<file path="src/rtl/router_output_arbiter.sv">
// rtl/router_output_arbiter.sv - round-robin owner of one router output port with frame hold, timeout and inter-frame gap
module router_output_arbiter #(
    parameter int N          = 16,
    parameter int MAX_FRAME  = 1024,
    parameter int GAP_CYCLES = 1
) (
    input  logic                 clk,
    input  logic                 reset,
    input  logic [N-1:0]         req,
    input  logic [N-1:0]         last,
    output logic [N-1:0]         grant,
    output logic [$clog2(N)-1:0] grant_id,
    output logic [N-1:0]         busy_n,
    output logic                 frame_active,
    output logic                 timeout_err,
    output logic [15:0]          frame_cnt
);

    localparam int IDW = $clog2(N);
    localparam int HW  = $clog2(MAX_FRAME);
    localparam int GW  = $clog2(GAP_CYCLES + 1);

    localparam logic [1:0] ST_IDLE  = 2'd0;
    localparam logic [1:0] ST_GRANT = 2'd1;
    localparam logic [1:0] ST_GAP   = 2'd2;

    logic [1:0]     state;
    logic [IDW-1:0] ptr;
    logic [HW-1:0]  hold_cnt;
    logic [GW-1:0]  gap_cnt;

    logic           found;
    logic [IDW-1:0] pick;
    logic [IDW:0]   idx;
    logic [IDW-1:0] ptr_next;
    logic [N-1:0]   pick_onehot;
    logic           last_hit;
    logic           timeout_hit;

    // Scan requesters starting at the round-robin pointer, wrapping N-1 -> 0.
    always_comb begin
        found = 1'b0;
        pick  = '0;
        idx   = '0;
        for (int i = 0; i < N; i++) begin
            idx = {1'b0, ptr} + (IDW+1)'(i);
            if (idx >= (IDW+1)'(N)) begin
                idx = idx - (IDW+1)'(N);
            end
            if (!found && req[idx[IDW-1:0]]) begin
                found = 1'b1;
                pick  = idx[IDW-1:0];
            end
        end
    end

    always_comb begin
        ptr_next    = (pick == IDW'(N-1)) ? '0 : pick + IDW'(1);
        pick_onehot = {{(N-1){1'b0}}, 1'b1} << pick;
        last_hit    = last[grant_id];
        timeout_hit = (hold_cnt == HW'(MAX_FRAME-1));
    end

    always_ff @(posedge clk) begin
        if (reset) begin
            state        <= ST_IDLE;
            ptr          <= '0;
            hold_cnt     <= '0;
            gap_cnt      <= '0;
            grant        <= '0;
            grant_id     <= '0;
            busy_n       <= '1;
            frame_active <= 1'b0;
            timeout_err  <= 1'b0;
            frame_cnt    <= '0;
        end else begin
            timeout_err <= 1'b0;
            case (state)
                ST_IDLE: begin
                    if (found) begin
                        state        <= ST_GRANT;
                        grant        <= pick_onehot;
                        grant_id     <= pick;
                        busy_n       <= pick_onehot;
                        frame_active <= 1'b1;
                        hold_cnt     <= '0;
                        ptr          <= ptr_next;
                    end
                end
                ST_GRANT: begin
                    // A last arriving on the timeout cycle still completes the frame normally.
                    if (last_hit || timeout_hit) begin
                        state        <= ST_GAP;
                        grant        <= '0;
                        busy_n       <= '0;
                        frame_active <= 1'b0;
                        gap_cnt      <= '0;
                        if (last_hit) begin
                            frame_cnt <= frame_cnt + 16'd1;
                        end else begin
                            timeout_err <= 1'b1;
                        end
                    end else begin
                        hold_cnt <= hold_cnt + HW'(1);
                    end
                end
                ST_GAP: begin
                    if (gap_cnt == GW'(GAP_CYCLES-1)) begin
                        state  <= ST_IDLE;
                        busy_n <= '1;
                    end else begin
                        gap_cnt <= gap_cnt + GW'(1);
                    end
                end
                default: begin
                    state        <= ST_IDLE;
                    grant        <= '0;
                    busy_n       <= '1;
                    frame_active <= 1'b0;
                end
            endcase
        end
    end

endmodule

</file>
<file path="config.mk">
export PLATFORM = sky130hd
export DESIGN_NAME = router_output_arbiter
export DESIGN_NICKNAME = d
export VERILOG_FILES = /design/src/rtl/router_output_arbiter.sv
export SDC_FILE = /design/constraint.sdc
export NUM_CORES = 1
export LEC_CHECK = 0
export CELL_PAD_IN_SITES_DETAIL_PLACEMENT = 0
export CELL_PAD_IN_SITES_GLOBAL_PLACEMENT = 1
export CORE_ASPECT_RATIO = 1.75
export CORE_MARGIN = 3
export CORE_UTILIZATION = 45
export CTS_CLUSTER_SIZE = 40
export DETAILED_ROUTE_END_ITERATION = 7
export HOLD_SLACK_MARGIN = 0.12
export PLACE_DENSITY = 0.89
export SYNTH_ARGS = -nofsm -noshare
export SYNTH_HDL_FRONTEND = slang
export SYNTH_SLANG_ARGS = --single-unit
</file>
<file path="constraint.sdc">
create_clock -name clk -period 8.05 [get_ports clk]
set_input_delay 0.805 -clock clk [delete_from_list [all_inputs] [get_ports clk]]
set_output_delay 0.805 -clock clk [all_outputs]
set_load 0.05 [all_outputs]
</file>
==> results of run 1 <==
==> power by group through the flow <==
stage | logic, mW | registers (mW) | clock network (mW)
global route | 2.00 | 0.479 | 0.485
global placement | 1.84 | 0.476 | 0
CTS | 1.86 | 0.470 | 0.467
finish | 1.88 | 0.470 | 0.459
floorplan | 1.17 | 0.659 | 0
detailed placement | 1.84 | 0.476 | 0
==> sequential cells by signal, summed over array words and instances, names as in the netlist <==
name and count:
frame_cnt 16, ptr 4, busy_n 16, grant_id 4, timeout_err 1, grant 16
state 2, frame_active 1, hold_cnt 10
==> cell usage after synthesis (all sizes together) (3+ instances only) <==
library cell	number
nor2	62
inv	20
a221o	4
buf	18
nand2	59
a21o	5
or2	10
nor4	3
and3	8
o22ai	9
a211oi	4
nand3	20
clkbuf	20
nor2b	8
nand4	18
ha	15
mux4	40
a21boi	3
mux2	17
or4	4
xor2	10
o221ai	5
nor3	17
a211o	3
nand2b	4
dfxtp	70
o211ai	3
or3	8
and2	3
a21oi	47
xnor2	20
mux2i	30
a31oi	3
o21ai	13
o21bai	5
o41ai	3
==> metal layers <==
layer | global-route usage | up-vias | wire length (µm)
met3 | 0.0453 | 70 | 1030
li1 | - | 2513 | -
met5 | 0 | - | 0
met1 | 0.283 | 2657 | 6340
met2 | 0.463 | 243 | 9570
met4 | 0.182 | 0 | 1230
==> cell type report <==
type / instances / area, µm²
Timing Repair Buffer: 94 / 918
Fill cell: 1090 / 5180
Multi-Input combinational cell: 499 / 3990
Clock inverter: 5 / 106
Sequential cell: 70 / 1400
Inverter: 22 / 85.1
Tap cell: 165 / 206
Clock buffer: 11 / 243
==> final timing paths <==
check,from,end,slack (ps),cells after the start
worst max register to register,ptr[1],grant[9],2130,16
worst max-delay path,ptr[1],grant[9],2130,16
worst min-delay path,grant[3],grant[3],460,2
worst min register to register,grant[3],grant[3],460,2
==> cells by family (layout without fill, tap and decap cells) <==
family / Yosys count / after routing
adder cells (fa/ha/maj): 15 / 15
flip-flops: 70 / 70
XOR/XNOR: 30 / 30
AO/OA/AOI/OAI: 136 / 136
buffers and inverters: 60 / 132
AND/OR/NAND/NOR: 231 / 231
multiplexers: 87 / 87
==> worst max-delay path, cell delays in order (launching register included) <==
cell and delay, ps:
dfxtp_1 300, buf_4 410, inv_1 260, ha_1 760
mux4_2 570, mux2i_1 490, mux2_2 320, nand4_2 220
nor4_4 500, nand4b_1 270, and3_1 260, a22o_1 270
inv_1 160, ha_1 260, inv_1 100, or4_4 550
a21oi_2 120
==> stage by stage <==
stage,utilization,total power [mW],cell area [µm²]
2_1_floorplan,-,1.83,5660
3_3_place_gp,0.544,2.32,6610
3_5_place_dp,0.544,2.32,6610
4_1_cts,0.573,2.79,6950
5_1_grt,0.573,2.96,6950
6_report,0.573,2.80,6950
==> summary.md, run 1 <==
| Metric | Value |
|---|---|
| Setup Crit Path Kind | `flop to flop` |
| Clk slew on worst S/H paths | `60 ps` |
| Post-Synth Adder-Cell Area | `0.0332` |
| Worst VDD drop | `0.266 mV` |
| Setup bufs post-CTS | `0` |
| Number of I/O pins | `88` |
| Antenna diode instance count | `0` |
| Post-synth EDFFs | `0` |
| Synth area leader | `dfxtp_1` |
| Worst Hold Class | `flop to flop` |
| Post-Place Worst Slack | `2180 ps` |
| Net Sw Frac | `0.491` |
| Simple-gate share of the synthesized area | `0.204` |
| CTS tree | `yes` |
| Clock tree buffer depth | `2` |
| Synthesized Nets | `678` |
| Initial Utilization | `0.466` |
| Post-placement cell count | `850` |
| All-Layer GR Usage | `0.263` |
| Synth top area share | `0.248` |
| Outcome | `finished, final reports clean` |
| RSZ-0062 raised after global routing | `no` |
| Cells after synthesis | `629` |
| First-pass GRT wire length | `29300 µm` |
| Antenna viol nets, final | `0` |
| Synth warn | `0` |
| Clk sinks | `70` |
| Largest net degree at the start of global routing | `57` |
| Commonest non-fill, non-tap cell in the layout | `clkdlybuf4s50_1` |
| Largest fanout on the critical path | `33` |
| Power Dens Cells | `403 nW/µm²` |
| Root buffer cell | `clkbuf_16` |
| Worst-Skew Late Latency | `340 ps` |
| Most frequent cells in the layout | `86 x clkdlybuf4s50_1, 70 x dfxtp_1, 61 x nor2_1, 59 x nand2_1, 44 x a21oi_1` |
| Final Max Tran Viols | `0` |
| Post-synth ARST share | `0` |
| Setup violators final | `0` |
| CP Launch Type | `flop` |
| Total grt overflow | `0` |
| Xor and xnor area share after synthesis | `0.0524` |
| Setup Skew | `5.30 ps` |
| Via/cell ratio | `6.33` |
| I/O Buffers | `87` |
| Final min period | `5920 ps` |
| Post-CTS resize count | `0` |
| Post-Route Setup TNS | `0 ps` |
| Synthesis-stage register bit count | `70` |
| Crit path capture type | `flop` |
| Die width | `90.8 µm` |
| Max H-tree Level | `3` |
| Max cap viols | `0` |
| Synth area leaders | `dfxtp_1 25%, mux4_2 16%, mux2i_1 5.0%` |
| Die area | `14000 µm²` |
| Largest family of logic cells by synthesized area | `multiplexers` |
| Row count | `53` |
| Vias in the first global route | `5465` |
| WL final | `18200 µm` |
| Hold_buf cts | `0` |
| FMAX | `0.169 GHz` |
| Finished Layout Cells | `866` |
| Leakage | `2.41 nW` |
| Area added between synthesis and finish | `22.9%` |
| Layout cell share with drive strength beyond 1 | `0.157` |
| WHS | `459 ps` |
| Vias post-DR | `5483` |
| Synth unique cells | `77` |
| Pint | `1.43 mW` |
| Seq/Total Area, Yosys | `0.248` |
| Die Ht | `154 µm` |
| Mapped cell area | `5660 µm²` |
| Sequential power share | `0.167` |
| Worst relative slew slack | `0.210` |
| GPL Wtd Cong | `0.922` |
| Arr. time, crit path | `6180 ps` |
| Cts bufs inserted | `9` |
| Fin crit share | `0.735` |
| Nets@finish | `745` |
| NetSw | `1.38 mW` |
| Compound-cell area share of the yosys netlist | `0.169` |
| DRC Markers | `0` |
| Wire length per cell | `21.0 µm` |
| Setup slack after layout | `2130 ps` |
| Power share of the clock group | `0.164` |
| Core area | `12100 µm²` |
| Main synth FF type | `dfxtp_1` |
| Initial antenna violation count | `0` |
| Worst slew pin tran | `1190 ps` |
| Mux cell area share after synthesis | `0.247` |
| Critical Path RT | `8310 ps` |
| DP Wirelength | `13800 µm` |
| DRT Pass-1 Iters | `5` |
| Fin. Hold Viols | `0` |
| 1st-iter DRT viols | `306` |
| Avg Inst Size Synth | `9.00 µm²` |
| Combinational Power Share | `0.669` |
(Power assumes the default switching activity.)
==> run 2, diff against run 1 <==
--- a/config.mk
+++ b/config.mk
@@ -9,11 +9,11 @@
 export CELL_PAD_IN_SITES_GLOBAL_PLACEMENT = 1
 export CORE_ASPECT_RATIO = 1.75
 export CORE_MARGIN = 3
-export CORE_UTILIZATION = 45
+export CORE_UTILIZATION = 38
 export CTS_CLUSTER_SIZE = 40
 export DETAILED_ROUTE_END_ITERATION = 7
 export HOLD_SLACK_MARGIN = 0.12
-export PLACE_DENSITY = 0.89
+export PLACE_DENSITY = 0.8
 export SYNTH_ARGS = -nofsm -noshare
 export SYNTH_HDL_FRONTEND = slang
 export SYNTH_SLANG_ARGS = --single-unit
==> constraint.sdc (replaced) <==
create_clock -name clk -period 5.38 [get_ports clk]
set_input_delay 0.538 -clock clk [delete_from_list [all_inputs] [get_ports clk]]
set_output_delay 0.538 -clock clk [all_outputs]
set_load 0.05 [all_outputs]
==> summary.md, run 2 (synthesis results as in run 1) <==
| Metric | Value |
|---|---|
| Hold_buf cts | `0 (unchanged)` |
| Die area | `16400 µm² (+17%)` |
| Initial antenna violation count | `0 (unchanged)` |
| Final Max Tran Viols | `0 (unchanged)` |
| Die Ht | `167 µm (+8.5%)` |
| Pint | `2.12 mW (+49%)` |
| Clk slew on worst S/H paths | `50 ps (about the same)` |
| Finished Layout Cells | `899 (+3.8%)` |
| Root buffer cell | `clkbuf_16` |
| Worst-Skew Late Latency | `330 ps (about the same)` |
| Most frequent cells in the layout | `86 x clkdlybuf4s50_1, 70 x dfxtp_1, 61 x nor2_1, 59 x nand2_1, 44 x a21oi_1` |
| 1st-iter DRT viols | `303 (-0.98%)` |
| Via/cell ratio | `6.07 (-4.1%)` |
| Max H-tree Level | `3 (unchanged)` |
| Outcome | `finished, final reports clean` |
| Largest registers | `busy_n x16, frame_cnt x16, grant x16` |
| Total grt overflow | `0 (unchanged)` |
| Setup violators final | `0 (unchanged)` |
| DP Area | `6770 µm² (+2.4%)` |
| R2R Path Start | `ptr[1]` |
| Largest fanout on the critical path | `32 (-3.0%)` |
| Number of I/O pins | `88 (unchanged)` |
| Vias post-DR | `5461 (-0.40%)` |
| Critical Path RT | `5630 ps (-2680 ps)` |
| Wire length per cell | `21.1 µm (+0.47%)` |
| Fin crit share | `0.944 (+0.209)` |
| Commonest non-fill, non-tap cell in the layout | `clkdlybuf4s50_1` |
| Die width | `98.2 µm (+8.2%)` |
| Max incr delay on CP | `590 ps (-170 ps)` |
| CTS tree | `yes` |
| Final min period | `5080 ps (-838 ps)` |
| Row count | `58 (+9.4%)` |
| Worst slew pin tran | `1020 ps (-162 ps)` |
| Sequential power share | `0.168 (about the same)` |
| Nets@finish | `764 (+2.6%)` |
| WL final | `19000 µm (+4.3%)` |
| Final Instance Area | `7060 µm² (+1.5%)` |
| Combinational Power Share | `0.695 (+0.026)` |
| First-pass GRT wire length | `29900 µm (+2.0%)` |
| I/O Buffers | `87 (unchanged)` |
| Initial Utilization | `0.390 (-0.0764)` |
| Antenna viol nets, final | `0 (unchanged)` |
| Layout cell share with drive strength beyond 1 | `0.178 (+0.0211)` |
| CP Launch Type | `flop` |
| Hold path start | `grant[5]` |
| Setup Crit Path Kind | `flop to flop` |
| Arr. time, crit path | `5330 ps (-850 ps)` |
| Worst relative slew slack | `0.318 (+0.108)` |
| Clock tree buffer depth | `2 (unchanged)` |
| GPL Wtd Cong | `0.971 (+5.3%)` |
| Final Util | `0.486 (-0.0868)` |
| Setup Skew | `7.83 ps (+2.53 ps)` |
| Leakage | `2.48 nW (+2.8%)` |
| Post-placement cell count | `884 (+4.0%)` |
| Power share of the clock group | `0.137 (-0.027)` |
| DRC Markers | `0 (unchanged)` |
| Post-CTS resize count | `0 (unchanged)` |
| FMAX | `0.197 GHz (+16%)` |
| Post-Route Setup TNS | `0 ps (unchanged)` |
| RSZ-0062 raised after global routing | `no` |
| Fin. Hold Viols | `0 (unchanged)` |
| Crit path capture type | `flop` |
| Clk sinks | `70 (unchanged)` |
| Worst path slowest cell | `mux4_2` |
| DRT Pass-1 Iters | `5 (unchanged)` |
| All-Layer GR Usage | `0.228 (-0.0352)` |
| # fillers | `1409 (+29%)` |
| Max cap viols | `0 (unchanged)` |
| Vias in the first global route | `5467 (+0.037%)` |
| Critical Path Start | `ptr[1]` |
| Largest net degree at the start of global routing | `57 (unchanged)` |
| Core area | `14500 µm² (+20%)` |
| Setup bufs post-CTS | `0 (unchanged)` |
| Antenna diode instance count | `0 (unchanged)` |
| Cts bufs inserted | `9 (unchanged)` |
| DP Wirelength | `14700 µm (+6.4%)` |
| Worst VDD drop | `0.345 mV (+30%)` |
| Area added between synthesis and finish | `24.7%` |
| Worst Hold Class | `flop to flop` |
| Power Dens Cells | `598 nW/µm² (+48%)` |
| CP cell instances | `buf_4 -> ha_1 -> xor2_4 -> mux4_2 -> mux2_2 -> nand4_1 -> nor2_1 -> o31a_1 -> o21ai_0 -> a22o_1 -> ha_1 -> inv_1 -> or4_4 -> a21oi_2` |
| NetSw | `2.10 mW (+52%)` |
| Top cell by count, worst path | `ha_1` |
| Net Sw Frac | `0.497 (+0.00513)` |
==> run 2: changes by cell type in the layout (fill, tap and decap cells not counted) <==
cell / delta
clkinv_2: +2
bufinv_16: -2
buf_4: +19
clkinv_4: -1
==> run 2: area by class of cell <==
| type | instances | area (µm²) | area share |
|---|---|---|---|
| multi-input combinational | 499 | 3990 | 0.566 |
| sequential | 70 | 1400 | 0.199 |
| timing repair buffer | 113 | 1060 | 0.150 |
| clock buffer | 11 | 243 | 0.0344 |
| tap | 180 | 225 | 0.0319 |
| inverter | 22 | 85.1 | 0.0121 |
| clock inverter | 4 | 47.5 | 0.00674 |
==> run 2: worst max-delay path: cells and delay by family (launching register included) <==
family / cells / cell delay [ps]
flip-flops: 1 / 320
multiplexers: 2 / 940
buffers and inverters: 2 / 520
adder cells (fa/ha/maj): 2 / 750
XOR/XNOR: 1 / 400
AND/OR/NAND/NOR: 3 / 980
AO/OA/AOI/OAI: 4 / 1070
==> run 2: path summary, 6_finish.rpt <==
| check | endpoint | slack [ps] | depth (start not counted) |
|---|---|---|---|
| setup / recovery | grant[10] | 300 | 14 |
| hold / removal | grant[5] | 460 | 2 |
| setup reg to reg | grant[10] | 300 | 14 |
| hold reg to reg | grant[5] | 460 | 2 |
==> run 2: power groups by stage <==
stage,logic [mW],clock network [mW],registers (mW)
finish,2.93,0.578,0.709
global route,3.13,0.614,0.720
CTS,2.92,0.592,0.708
detailed placement,2.89,0,0.717
global placement,2.90,0,0.716
floorplan,1.75,0,0.986
==> run 2: stage by stage <==
step	hold WS [ps]	power [mW]	worst slack, ps
after global routing	486	4.46	102
after floorplan	481	2.73	116
final	456	4.22	299
after global placement	450	3.61	306
after detailed placement	448	3.61	264
after CTS	457	4.22	287
==> run 2: routing by layer <==
| metal | global-route usage | vias to the layer above | part of all wire |
|---|---|---|---|
| li1 | - | 2537 | - |
| met1 | 0.230 | 2629 | 0.35 |
| met2 | 0.423 | 210 | 0.53 |
| met3 | 0.0321 | 85 | 0.043 |
| met4 | 0.154 | 0 | 0.075 |
| met5 | 0 | - | 0 |
==> run 3, diff against run 2 <==
--- a/config.mk
+++ b/config.mk
@@ -5,6 +5,7 @@
 export SDC_FILE = /design/constraint.sdc
 export NUM_CORES = 1
 export LEC_CHECK = 0
+export CAP_MARGIN = 40
 export CELL_PAD_IN_SITES_DETAIL_PLACEMENT = 0
 export CELL_PAD_IN_SITES_GLOBAL_PLACEMENT = 1
 export CORE_ASPECT_RATIO = 1.75
@@ -12,6 +13,7 @@
 export CORE_UTILIZATION = 38
 export CTS_CLUSTER_SIZE = 40
 export DETAILED_ROUTE_END_ITERATION = 7
+export GPL_ROUTABILITY_DRIVEN = 0
 export HOLD_SLACK_MARGIN = 0.12
 export PLACE_DENSITY = 0.8
 export SYNTH_ARGS = -nofsm -noshare
==> summary.md, run 3 (synthesis results as in run 1) <==
| Metric | Value |
|---|---|
| Arr. time, crit path | `5290 ps (-40 ps)` |
| Setup violators final | `0 (unchanged)` |
| Clk sinks | `70 (unchanged)` |
| Layout cell share with drive strength beyond 1 | `0.176 (-0.00229)` |
| Worst slew pin tran | `637 ps (-386 ps)` |
| Die area | `16400 µm² (unchanged)` |
| FMAX | `0.199 GHz (+1.3%)` |
| Via/cell ratio | `6.12 (+0.70%)` |
| Final min period | `5020 ps (-63.1 ps)` |
| I/O Buffers | `87 (unchanged)` |
| Setup Crit Path Kind | `flop to flop` |
| Commonest non-fill, non-tap cell in the layout | `clkdlybuf4s50_1` |
| Cts bufs inserted | `9 (unchanged)` |
| Wire length per cell | `19.9 µm (-5.9%)` |
| Worst relative slew slack | `0.567 (+0.249)` |
| Row count | `58 (unchanged)` |
| Total grt overflow | `0 (unchanged)` |
| 1st-iter DRT viols | `268 (-12%)` |
| Critical Path RT | `5650 ps (+20 ps)` |
| Initial antenna violation count | `0 (unchanged)` |
| Initial Utilization | `0.390 (unchanged)` |
| DP Wirelength | `13400 µm (-8.8%)` |
| Leakage | `2.46 nW (-0.56%)` |
| Max incr delay on CP | `670 ps (+80 ps)` |
| Max cap viols | `0 (unchanged)` |
| First-pass GRT wire length | `28900 µm (-3.3%)` |
| Setup Skew | `3.90 ps (-3.93 ps)` |
| Antenna viol nets, final | `0 (unchanged)` |
| Setup bufs post-CTS | `0 (unchanged)` |
| All-Layer GR Usage | `0.216 (-0.0115)` |
| Outcome | `finished, final reports clean` |
| Fin. Hold Viols | `0 (unchanged)` |
| WHS | `461 ps (+5.34 ps)` |
| CP cell instances | `inv_1 -> buf_4 -> ha_1 -> mux4_2 -> mux2i_1 -> mux2i_1 -> buf_4 -> or3b_4 -> or3_1 -> a211o_1 -> a32oi_1 -> o22ai_1 -> inv_1 -> ha_1 -> inv_1 -> or4_4 -> a21oi_2` |
| WL final | `17800 µm (-6.1%)` |
| Total power | `4.15 mW (-1.8%)` |
| CTS tree | `yes` |
| Met2 Routed Length | `9410 µm (-6.4%)` |
| DRC Markers | `0 (unchanged)` |
| Metal3 WL | `1130 µm (+38%)` |
| CP Launch Type | `flop` |
| Post-Route Setup TNS | `0 ps (unchanged)` |
| Post-CTS resize count | `0 (unchanged)` |
| Core area | `14500 µm² (unchanged)` |
| Nets@finish | `761 (-0.39%)` |
| RSZ-0062 raised after global routing | `no` |
| Largest registers | `busy_n x16, frame_cnt x16, grant x16` |
| Worst path slowest cell | `ha_1` |
| Antenna diode instance count | `0 (unchanged)` |
| Die Ht | `167 µm (unchanged)` |
| Final Max Tran Viols | `0 (unchanged)` |
| Max H-tree Level | `3 (unchanged)` |
| Hold_buf cts | `0 (unchanged)` |
| Top cell by count, worst path | `inv_1` |
| Area added between synthesis and finish | `24.7% (about the same)` |
| Root buffer cell | `clkbuf_16` |
| Largest fanout on the critical path | `13 (-59%)` |
| Worst VDD drop | `0.485 mV (+40%)` |
| Die width | `98.2 µm (unchanged)` |
| Top layer in use | `met4` |
| Power Dens Cells | `588 nW/µm² (-1.8%)` |
| Fin crit share | `0.933 (-0.0117)` |
| Number of I/O pins | `88 (unchanged)` |
| Wl on met1 | `6220 µm (-6.7%)` |
| Worst-Skew Late Latency | `330 ps (about the same)` |
| Clk slew on worst S/H paths | `60 ps (about the same)` |
| Vias in the first global route | `5694 (+4.2%)` |
| Most frequent cells in the layout | `86 x clkdlybuf4s50_1, 70 x dfxtp_1, 61 x nor2_1, 59 x nand2_1, 44 x a21oi_1` |
| Clock tree buffer depth | `2 (unchanged)` |
| Largest net degree at the start of global routing | `33 (-42%)` |
| Crit path capture type | `flop` |
| Worst Hold Class | `flop to flop` |
| DRT Pass-1 Iters | `6 (+1)` |
| Vias post-DR | `5487 (+0.48%)` |
-- run 3: changes by cell type in the layout (fill, tap and decap cells not counted), sizes merged --
cell,before,now
clkbuf,11,10
buf,27,24
clkinvlp,1,3
-- run 3: layer usage --
metal  GRT usage  vias up
li1            -     2538
met1       0.234     2632
met2       0.391      246
met3      0.0325       71
met4       0.130        0
met5           0        -
-- run 3: critical path: cells and delay by family, from the launching register on --
family                   cells  cell delay [ps]
multiplexers                 3              880
buffers and inverters        5              670
adder cells (fa/ha/maj)      2              910
AND/OR/NAND/NOR              3             1340
AO/OA/AOI/OAI                4              830
flip-flops                   1              330
-- run 3: per-stage QoR --
| step | std cells | worst slack (ps) | area, µm² | utilization |
|---|---|---|---|---|
| floorplan | 629 | 116 | 5660 | - |
| global placement | 879 | 521 | 6730 | 0.464 |
| detailed placement | 881 | 395 | 6760 | 0.466 |
| CTS | 897 | 383 | 7060 | 0.486 |
| global route | 897 | 56.0 | 7060 | 0.486 |
| finish | 897 | 362 | 7060 | 0.486 |
-- run 3: worst paths after layout --
path / startpoint / endpoint / slack, ps / cells after the start
hold reg to reg: grant[7] / grant[7] / 460 / 2
setup / recovery: ptr[1] / grant[9] / 360 / 17
setup reg to reg: ptr[1] / grant[9] / 360 / 17
hold / removal: grant[7] / grant[7] / 460 / 2
-- run 3: cell type report --
class                      instances  area (µm²)
timing repair buffer             110        1060
fill                            1418        7460
sequential                        70        1400
multi-input combinational        499        3990
tap                              180         225
inverter                          22        85.1
clock inverter                     6        62.6
clock buffer                      10         229
-- run 3: where the power goes --
group | switching, mW | internal [mW] | total, mW | leakage, nW
Clock | 0.225 | 0.357 | 0.581 | 0.134
Sequential | 0.0873 | 0.620 | 0.707 | 0.572
Combinational | 1.74 | 1.12 | 2.86 | 1.76
Total | 2.05 | 2.09 | 4.15 | 2.46
